File: src/rtl/wb_pkg.sv
// Shared encodings for the MIPS write-back stage: source select and load size.
package wb_pkg;

    typedef enum logic [1:0] {
        WB_SEL_ALU = 2'b00,
        WB_SEL_MEM = 2'b01,
        WB_SEL_RET = 2'b10,
        WB_SEL_IMM = 2'b11
    } wb_sel_e;

    // 2'b11 is reserved and handled like a full word
    typedef enum logic [1:0] {
        LD_BYTE = 2'b00,
        LD_HALF = 2'b01,
        LD_WORD = 2'b10
    } ld_size_e;

endpackage

File: src/rtl/wb_load_ext.sv
// Combinational sub-word lane select and sign/zero extension for loads.
module wb_load_ext
    import wb_pkg::*;
#(
    parameter int unsigned DATA_WIDTH = 32
) (
    input  logic [DATA_WIDTH-1:0] i_data,
    input  logic [1:0]            i_lane,
    input  logic [1:0]            i_size,
    input  logic                  i_unsigned,
    output logic [DATA_WIDTH-1:0] o_data
);

    logic [DATA_WIDTH-1:0] byte_shifted;
    logic [DATA_WIDTH-1:0] half_shifted;
    logic [7:0]            byte_val;
    logic [15:0]           half_val;
    logic                  byte_sign;
    logic                  half_sign;

    // Shifting rather than indexing keeps narrow datapaths elaborating cleanly.
    assign byte_shifted = i_data >> {i_lane, 3'b000};
    assign half_shifted = i_data >> {i_lane[1], 4'b0000};
    assign byte_val     = byte_shifted[7:0];
    assign half_val     = half_shifted[15:0];
    assign byte_sign    = byte_val[7] & ~i_unsigned;
    assign half_sign    = half_val[15] & ~i_unsigned;

    always_comb begin
        o_data = i_data;
        case (i_size)
            LD_BYTE: o_data = {{(DATA_WIDTH-8){byte_sign}}, byte_val};
            LD_HALF: o_data = {{(DATA_WIDTH-16){half_sign}}, half_val};
            default: o_data = i_data;
        endcase
    end

endmodule

File: src/rtl/wb_stage_pipe.sv
// Registered MEM/WB stage: pipeline register, write-back source mux, sticky halt.
// Define WB_RETIRE_CNT_EN to add the o_retired instruction retire counter.
module wb_stage_pipe
    import wb_pkg::*;
#(
    parameter int unsigned DATA_WIDTH     = 32,
    parameter int unsigned REG_ADDR_WIDTH = 5
`ifdef WB_RETIRE_CNT_EN
    ,
    parameter int unsigned CNT_WIDTH      = 32
`endif
) (
    input  logic                      i_clk,
    input  logic                      i_reset,
    input  logic                      i_stall,
    input  logic                      i_flush,
    input  logic                      i_valid,
    input  logic                      i_regwrite,
    input  logic [REG_ADDR_WIDTH-1:0] i_rd,
    input  logic [1:0]                i_wb_sel,
    input  logic [DATA_WIDTH-1:0]     i_alu_result,
    input  logic [DATA_WIDTH-1:0]     i_dataread,
    input  logic [DATA_WIDTH-1:0]     i_return_address,
    input  logic [DATA_WIDTH-1:0]     i_imm,
    input  logic [1:0]                i_ld_size,
    input  logic                      i_ld_unsigned,
    input  logic                      i_halt,
    output logic                      o_valid,
    output logic                      o_wr_en,
    output logic [REG_ADDR_WIDTH-1:0] o_wr_addr,
    output logic [DATA_WIDTH-1:0]     o_wr_data,
    output logic                      o_halted
`ifdef WB_RETIRE_CNT_EN
    ,
    output logic [CNT_WIDTH-1:0]      o_retired
`endif
);

    logic                      valid_q;
    logic                      regwrite_q;
    logic [REG_ADDR_WIDTH-1:0] rd_q;
    logic [1:0]                wb_sel_q;
    logic [DATA_WIDTH-1:0]     alu_q;
    logic [DATA_WIDTH-1:0]     data_q;
    logic [DATA_WIDTH-1:0]     ret_q;
    logic [DATA_WIDTH-1:0]     imm_q;
    logic [1:0]                ld_size_q;
    logic                      ld_unsigned_q;
    logic                      halt_q;
    logic                      halt_sticky;
    logic [DATA_WIDTH-1:0]     load_data;

    // A flush only needs to clear valid; payload fields load as usual.
    always_ff @(posedge i_clk) begin
        if (i_reset) begin
            valid_q       <= 1'b0;
            regwrite_q    <= 1'b0;
            rd_q          <= '0;
            wb_sel_q      <= '0;
            alu_q         <= '0;
            data_q        <= '0;
            ret_q         <= '0;
            imm_q         <= '0;
            ld_size_q     <= '0;
            ld_unsigned_q <= 1'b0;
            halt_q        <= 1'b0;
            halt_sticky   <= 1'b0;
        end else begin
            if (i_flush) begin
                valid_q <= 1'b0;
            end else if (!i_stall) begin
                valid_q <= i_valid;
            end
            if (i_flush || !i_stall) begin
                regwrite_q    <= i_regwrite;
                rd_q          <= i_rd;
                wb_sel_q      <= i_wb_sel;
                alu_q         <= i_alu_result;
                data_q        <= i_dataread;
                ret_q         <= i_return_address;
                imm_q         <= i_imm;
                ld_size_q     <= i_ld_size;
                ld_unsigned_q <= i_ld_unsigned;
                halt_q        <= i_halt;
            end
            halt_sticky <= halt_sticky | (valid_q & halt_q);
        end
    end

    wb_load_ext #(
        .DATA_WIDTH (DATA_WIDTH)
    ) u_load_ext (
        .i_data     (data_q),
        .i_lane     (alu_q[1:0]),
        .i_size     (ld_size_q),
        .i_unsigned (ld_unsigned_q),
        .o_data     (load_data)
    );

    always_comb begin
        o_wr_data = alu_q;
        case (wb_sel_q)
            WB_SEL_ALU: o_wr_data = alu_q;
            WB_SEL_MEM: o_wr_data = load_data;
            WB_SEL_RET: o_wr_data = ret_q;
            WB_SEL_IMM: o_wr_data = imm_q;
            default:    o_wr_data = alu_q;
        endcase
    end

    assign o_valid   = valid_q;
    assign o_wr_en   = valid_q & regwrite_q & (rd_q != '0);
    assign o_wr_addr = rd_q;
    assign o_halted  = halt_sticky | (valid_q & halt_q);

`ifdef WB_RETIRE_CNT_EN
    logic [CNT_WIDTH-1:0] retired_q;

    // The halting instruction itself retires before the count freezes.
    always_ff @(posedge i_clk) begin
        if (i_reset) begin
            retired_q <= '0;
        end else if (!halt_sticky && valid_q && !i_stall) begin
            retired_q <= retired_q + 1'b1;
        end
    end

    assign o_retired = retired_q;
`endif

endmodule
File: config.mk
export PLATFORM = sky130hd
export DESIGN_NAME = wb_stage_pipe
export DESIGN_NICKNAME = d
export VERILOG_FILES = /design/src/rtl/wb_pkg.sv /design/src/rtl/wb_load_ext.sv /design/src/rtl/wb_stage_pipe.sv
export SDC_FILE = /design/constraint.sdc
export NUM_CORES = 1
export LEC_CHECK = 0
export CORE_MARGIN = 2
export CORE_UTILIZATION = 30
export DETAILED_ROUTE_END_ITERATION = 8
export HOLD_SLACK_MARGIN = 0.15
export PLACE_DENSITY = 0.53
export SYNTH_ARGS = -nofsm -noshare
export SYNTH_HDL_FRONTEND = slang
export SYNTH_SLANG_ARGS = --single-unit
File: constraint.sdc
create_clock -name i_clk -period 2.98 [get_ports i_clk]
set_input_delay 0.298 -clock i_clk [delete_from_list [all_inputs] [get_ports i_clk]]
set_output_delay 0.298 -clock i_clk [all_outputs]
set_load 0.02 [all_outputs]
After elaboration in Yosys (flattened, before gate mapping)
Index checks and enable logic that the tools add are counted.
{"block": "word_totals", "reg_bits": 142, "input_bits": 145, "out_inout_bits": 40, "wordCells": 33}
{"block": "classes", "eq_ne": 4, "shift": 2, "n_mux": 2, "bitwise_logic": 7, "reduce_logical": 6}
{"operator": "32-bit one-hot mux with 4 select lines", "n": 1}
{"operator": "32-bit one-hot mux with 2 select lines", "n": 1}
{"operator": "32-bit by 5-bit >> shifter with 16-bit output", "n": 1}
{"operator": "32-bit by 5-bit >> shifter with 8-bit output", "n": 1}
{"operator": "1-bit AND", "n": 5}
{"operator": "5-bit nonzero test", "n": 1}
{"operator": "2-bit by 1-bit equality test with 1-bit output (second input constant)", "n": 2}
{"operator": "2-bit equality test (second input constant)", "n": 2}
{"operator": "2-bit logical NOT", "n": 2}
{"operator": "2-bit OR reduction", "n": 1}
{"operator": "1-bit logical NOT", "n": 1}
{"operator": "1-bit logical OR", "n": 1}
{"operator": "1-bit inverter", "n": 1}
{"operator": "1-bit OR", "n": 1}

Longest topological paths before layout
Gate-level depths: netlist of the first run.
{"block": "logic_depth", "word_depth": 4, "depth_mapped": 7, "mapped_depth_nobuf": 4}

Hierarchy
A second synthesis of the first run with hierarchy kept.
{"block": "hier_totals", "hier_cells": 751, "hier_area_um2": 6488.7}
{"mod": "wb_stage_pipe", "n_inst": 1, "cells_per_inst": 658, "area_per_inst_um2": 5779.3, "seq_area_each_um2": 2842.7}
{"mod": "wb_load_ext", "n_inst": 1, "cells_per_inst": 93, "area_per_inst_um2": 709.4, "seq_area_each_um2": 0.0}

Least setup slack after synthesis of the first run
OpenSTA, ideal clock, no wires.
{"block": "synth_path", "path_type": "flip-flop to output port", "start": "register ld_size_q[1]", "end": "output port o_wr_data[11]", "arrival_time_ns": 1.732, "required_ns": 2.682, "slack_ns": 0.950, "path_stages_with_launch": 8, "n_path_buf": 3, "cell_sequence": "dfxtp_1 buf_6 or3b_1 buf_2 o22ai_2 or3b_1 buf_2 o21ai_0"}
{"block": "synth_between", "elab_chain_len": 3, "elab_cells_between_ends": 4, "cone_classes": "1 x eq/ne; 2 x mux; 1 x reduce/logical"}
{"item": "from (decl)", "line": "wb_stage_pipe.sv:47", "rtl": "logic [1:0] ld_size_q;"}
{"item": "from (signal assigned)", "line": "wb_stage_pipe.sv:82", "rtl": "ld_size_q <= i_ld_size;"}
{"item": "2-bit by 1-bit equality test with 1-bit output or 2-bit logical NOT (tied branches)", "line": "wb_load_ext.sv:31", "rtl": "case (i_size)"}
{"item": "32-bit one-hot mux with 2 select lines (*)", "line": "wb_load_ext.sv:31"}
{"item": "32-bit one-hot mux with 4 select lines (*)", "line": "wb_stage_pipe.sv:102", "rtl": "case (wb_sel_q)"}
{"item": "to (decl)", "line": "wb_stage_pipe.sv:31", "rtl": "output logic [DATA_WIDTH-1:0] o_wr_data,"}
Mark *: on every way between the ends. The rest lies on a longest branch, timed or not.

Worst setup path after layout of the first run
{"block": "layout_path", "start": "register ld_size_q[1]", "end": "output port o_wr_data[15]"}
The elaborated chain is that of the path after synthesis.

==> results of run 1 <==
==> worst max path at each step <==
stage | end | slack, ns | cells past startpoint
after floorplan | o_wr_data[11] | 0.95 | 7
after global placement | o_wr_data[12] | 0.30 | 5
after detailed placement | o_wr_data[12] | 0.26 | 5
after CTS | o_wr_data[18] | 0.04 | 6
after global routing | o_wr_data[24] | 0.00005 | 6
final | o_wr_data[15] | 0.13 | 5
==> Yosys cell counts, drive strengths merged (4+ instances only) <==
library cell and instances:
a32oi 6, nor2 10, nand2b 4, o22ai 8, nor2b 8, mux2i 20, dfxtp 142, o221a 6
buf 14, a21oi 170, a22o 7, a22oi 17, o21ai 29, mux2 21, clkbuf 62, nand2 301
o31ai 5, inv 12
==> sequential cells by signal, indices dropped and copies added (netlist names), 2 cells and up <==
register,count
ld_size_q,2
alu_q,32
imm_q,32
o_wr_addr,5
data_q,32
wb_sel_q,2
ret_q,32
==> cell type report <==
cell class	instances	share of cell area [%]
well taps	275	3.71
clock buffers	17	4.59
flip-flops and latches	142	30.7
multi-input cells	641	36.1
inverters	12	0.486
clock inverters	15	1.85
repair buffers	210	22.6
==> metal layers <==
metal,routed length [um],vias to the layer above
met5,11,-
met2,10200,172
met1,10500,2953
met4,409,2
li1,-,3264
met3,1330,25
==> worst max-delay path: stages, from the launching register on <==
cell and delay, ns:
sky130_fd_sc_hd__dfxtp_2 0.37, sky130_fd_sc_hd__or3_1 0.42, sky130_fd_sc_hd__o22ai_2 0.17, sky130_fd_sc_hd__or3b_4 0.46
sky130_fd_sc_hd__nand2_1 0.11, sky130_fd_sc_hd__clkdlybuf4s50_1 0.61
==> cells by family (layout without fill, tap and decap cells) <==
kind of cell	Yosys count	count (layout)	synth area share (%)
AND/OR/NAND/NOR	336	336	20.5
buffers and inverters	88	254	5.32
flip-flops	142	142	43.6
AO/OA/AOI/OAI	262	262	23.2
multiplexers	43	43	7.40
==> power breakdown <==
part,switching (mW),internal [mW],leakage [nW]
registers,0.0911,2.02,1.18
clock network,0.873,1.31,0.285
logic,0.460,0.452,2.27
==> repair_timing <==
item                       4_1_cts  5_1_grt
resized for setup                9        9
hold endpoints to repair         0        0
setup endpoints to repair       12       10
pin swaps                        0        0
==> run summary, run 1 <==
The final global-route overflow total is 0. The instance count after placement with tap cells included came out at 1280. The core footprint is 21200 um2.

The post-route antenna net violation count came out at 0. The data arrival time of the critical path came out at 2.55 ns. The met2 track demand over resource in global routing is 31.1%.

The post-detailed-route DRC marker count is 0. Yosys mapped the design onto 40 distinct sky130hd cell types. In the layout the commonest cells are 301 x sky130_fd_sc_hd__nand2_1, 170 x sky130_fd_sc_hd__a21oi_1, 169 x sky130_fd_sc_hd__clkdlybuf4s50_1, 138 x sky130_fd_sc_hd__dfxtp_1, 26 x sky130_fd_sc_hd__o21ai_0. In this run the worst hold path is classified as in -> reg. The flow ran to the end, and the final reports show no timing, DRC or antenna violations. sky130_fd_sc_hd__dfxtp_1 takes more of the synthesized area than any other cell. The async set-reset flop share out of synthesis came out at 0%. Global routing consumed, on the met1 layer, 26.4% of the routing resources. The total area of sequential cells is 2850 um2. Summing all multi-input logic gate instances after layout gives 3340 um2.

The HPWL reported at the end of detailed placement came out at 15800 um. The number of clock buffers added by TritonCTS is 17. Counting every net in the synthesized netlist gives 1016. The critical path required time is 2.68 ns. The overall via count from detail_route came out at 6416. The worst slack after detailed placement came out at 0.264 ns. CTS placed an instance of sky130_fd_sc_hd__clkbuf_16 at the clock tree root.

The power per cell area came out at 561 nW/um2. The synthesized design contains 0 enable-type register cells. The fill cell instance count of the final layout is 2187. The final standard cell utilization of the core is 43.8%.

Buffers added to address setup during post-CTS repair amount to 0. In this run the core area contains 53 standard-cell rows. The placer's final routability congestion estimate came out at 0.819. Each instance of the synthesized netlist takes up on average 7.48 um2. The number of max-cap violations came out at 0.

The number of buffers added on ports came out at 184. The leakage power is 3.73 nW. The register bit total from synthesis is 142. The global-route track usage on met3 is 5.87%. The setup path with the least slack is of type reg -> out.

The minimum setup slack in the final design is 0.131 ns. The antenna diode instance count is 0. Before antenna repair, the detailed router went through 5 iterations. The post-layout instance area is 9280 um2. The top-area cell type share of the netlist area is 43.6%. The wire length of the first global-routing pass is 34600 um.

The effective utilization at floorplan is 30.8%. The TritonCTS clock tree is built. Of the synthesized area, sequential elements account for 43.6%. For this run, the leading register cell type out of synthesis is sky130_fd_sc_hd__dfxtp_1. The final-layout setup total negative slack came out at 0 ns. The start point of the worst hold path is i_reset.

The number of failing hold endpoints at the final stage came to 0. After synthesis, the cell types taking the most area are sky130_fd_sc_hd__dfxtp_1 44%, sky130_fd_sc_hd__nand2_1 17%, sky130_fd_sc_hd__a21oi_1 13%, sky130_fd_sc_hd__mux2_2 3.6%, sky130_fd_sc_hd__clkbuf_1 3.6%. The peak supply drop came out at 0.365 mV. In this run the register-to-register setup slack is 2.02 ns.

The highest clock frequency the design can meet came out at 351 MHz. The worst register-to-register path has a depth of 3. The count of mapped cells out of synthesis came out at 871. The clock net sink count is 142. In this run the worst path has a maximum fanout of 10.

From synthesis to final layout, the design area changed by 42.4%. Of the cells placed in the final design, the portion with a size suffix greater than 1 is 9.45%. The cell area that synthesis handed to floorplanning was 6510 um2. The clock insertion delay at the later pin of the skew report is 0.42 ns. The number of buffers added to fix hold violations after cts came out at 0. The worst hold path was traced through 2 stages.

The instance area after placement is 8660 um2. The number of global-route vias before repair is 6304. The worst path uses 95.6% of the clock period. The startpoint identified for the worst register-to-register timing path is ld_size_q[1]. After clock tree synthesis, the clock-pin slew on the worst setup and hold paths is 0.06 ns. The vias per cell came out at 4.89. The DRC marker count from the first detailed-route iteration is 369. The most common library cell in the layout ignoring fill and taps is sky130_fd_sc_hd__nand2_1. The maximum clock insertion buffer count came out at 2.

The setup clock skew after layout came out at 0.000552 ns. The path with the worst hold slack has its endpoint at imm_q[31]. The slew of the pin with the lowest slew margin came out at 0.711 ns.

The endpoint kind of the worst setup timing path is an output pin. Entering global routing, the biggest net connects 79 pins. The worst path in the final design needs a cycle of 2.85 ns, including I/O delays and setup. The category of the worst setup path launch point is a flip-flop. The floorplan step set the die width to 151 um. Setup repair after global routing left no endpoint under its margin.

The total power came out at 5.21 mW. met2 is the most crowded layer. The number of top-level pins came out at 185. The count of nets after finishing came out at 1169. The die span in y came out at 151 um. The global-route usage over all layers came out at 19.9%. The endpoint identified for the worst register-to-register timing path is ld_size_q[1]. The count of warnings emitted by yosys is 0.

The H-tree depth came out at 4. The initial antenna violation count was 1. The critical path starts at ld_size_q[1]. The max-slew headroom at the worst pin came out at 52.6%.

In the final routed layout, each cell accounts on average for 17.1 um. The die footprint is 22900 um2. The number of non-filler instances in the completed layout is 1312. The aggregate routed wire length came out at 22500 um. The final setup violation count is 0.

The number of slew-limit violations in the final report is 0. The worst hold margin came out at 0.419 ns.
No activity file was read; power rests on OpenSTA's default activity.
==> run 2, diff against run 1 <==
--- a/config.mk
+++ b/config.mk
@@ -10,6 +10,7 @@
 export DETAILED_ROUTE_END_ITERATION = 8
 export HOLD_SLACK_MARGIN = 0.15
 export PLACE_DENSITY = 0.53
+export SLEW_MARGIN = 0
 export SYNTH_ARGS = -nofsm -noshare
 export SYNTH_HDL_FRONTEND = slang
 export SYNTH_SLANG_ARGS = --single-unit
==> results of run 2 <==
The final DEF is identical to that of run 1; final timing and power are the same.
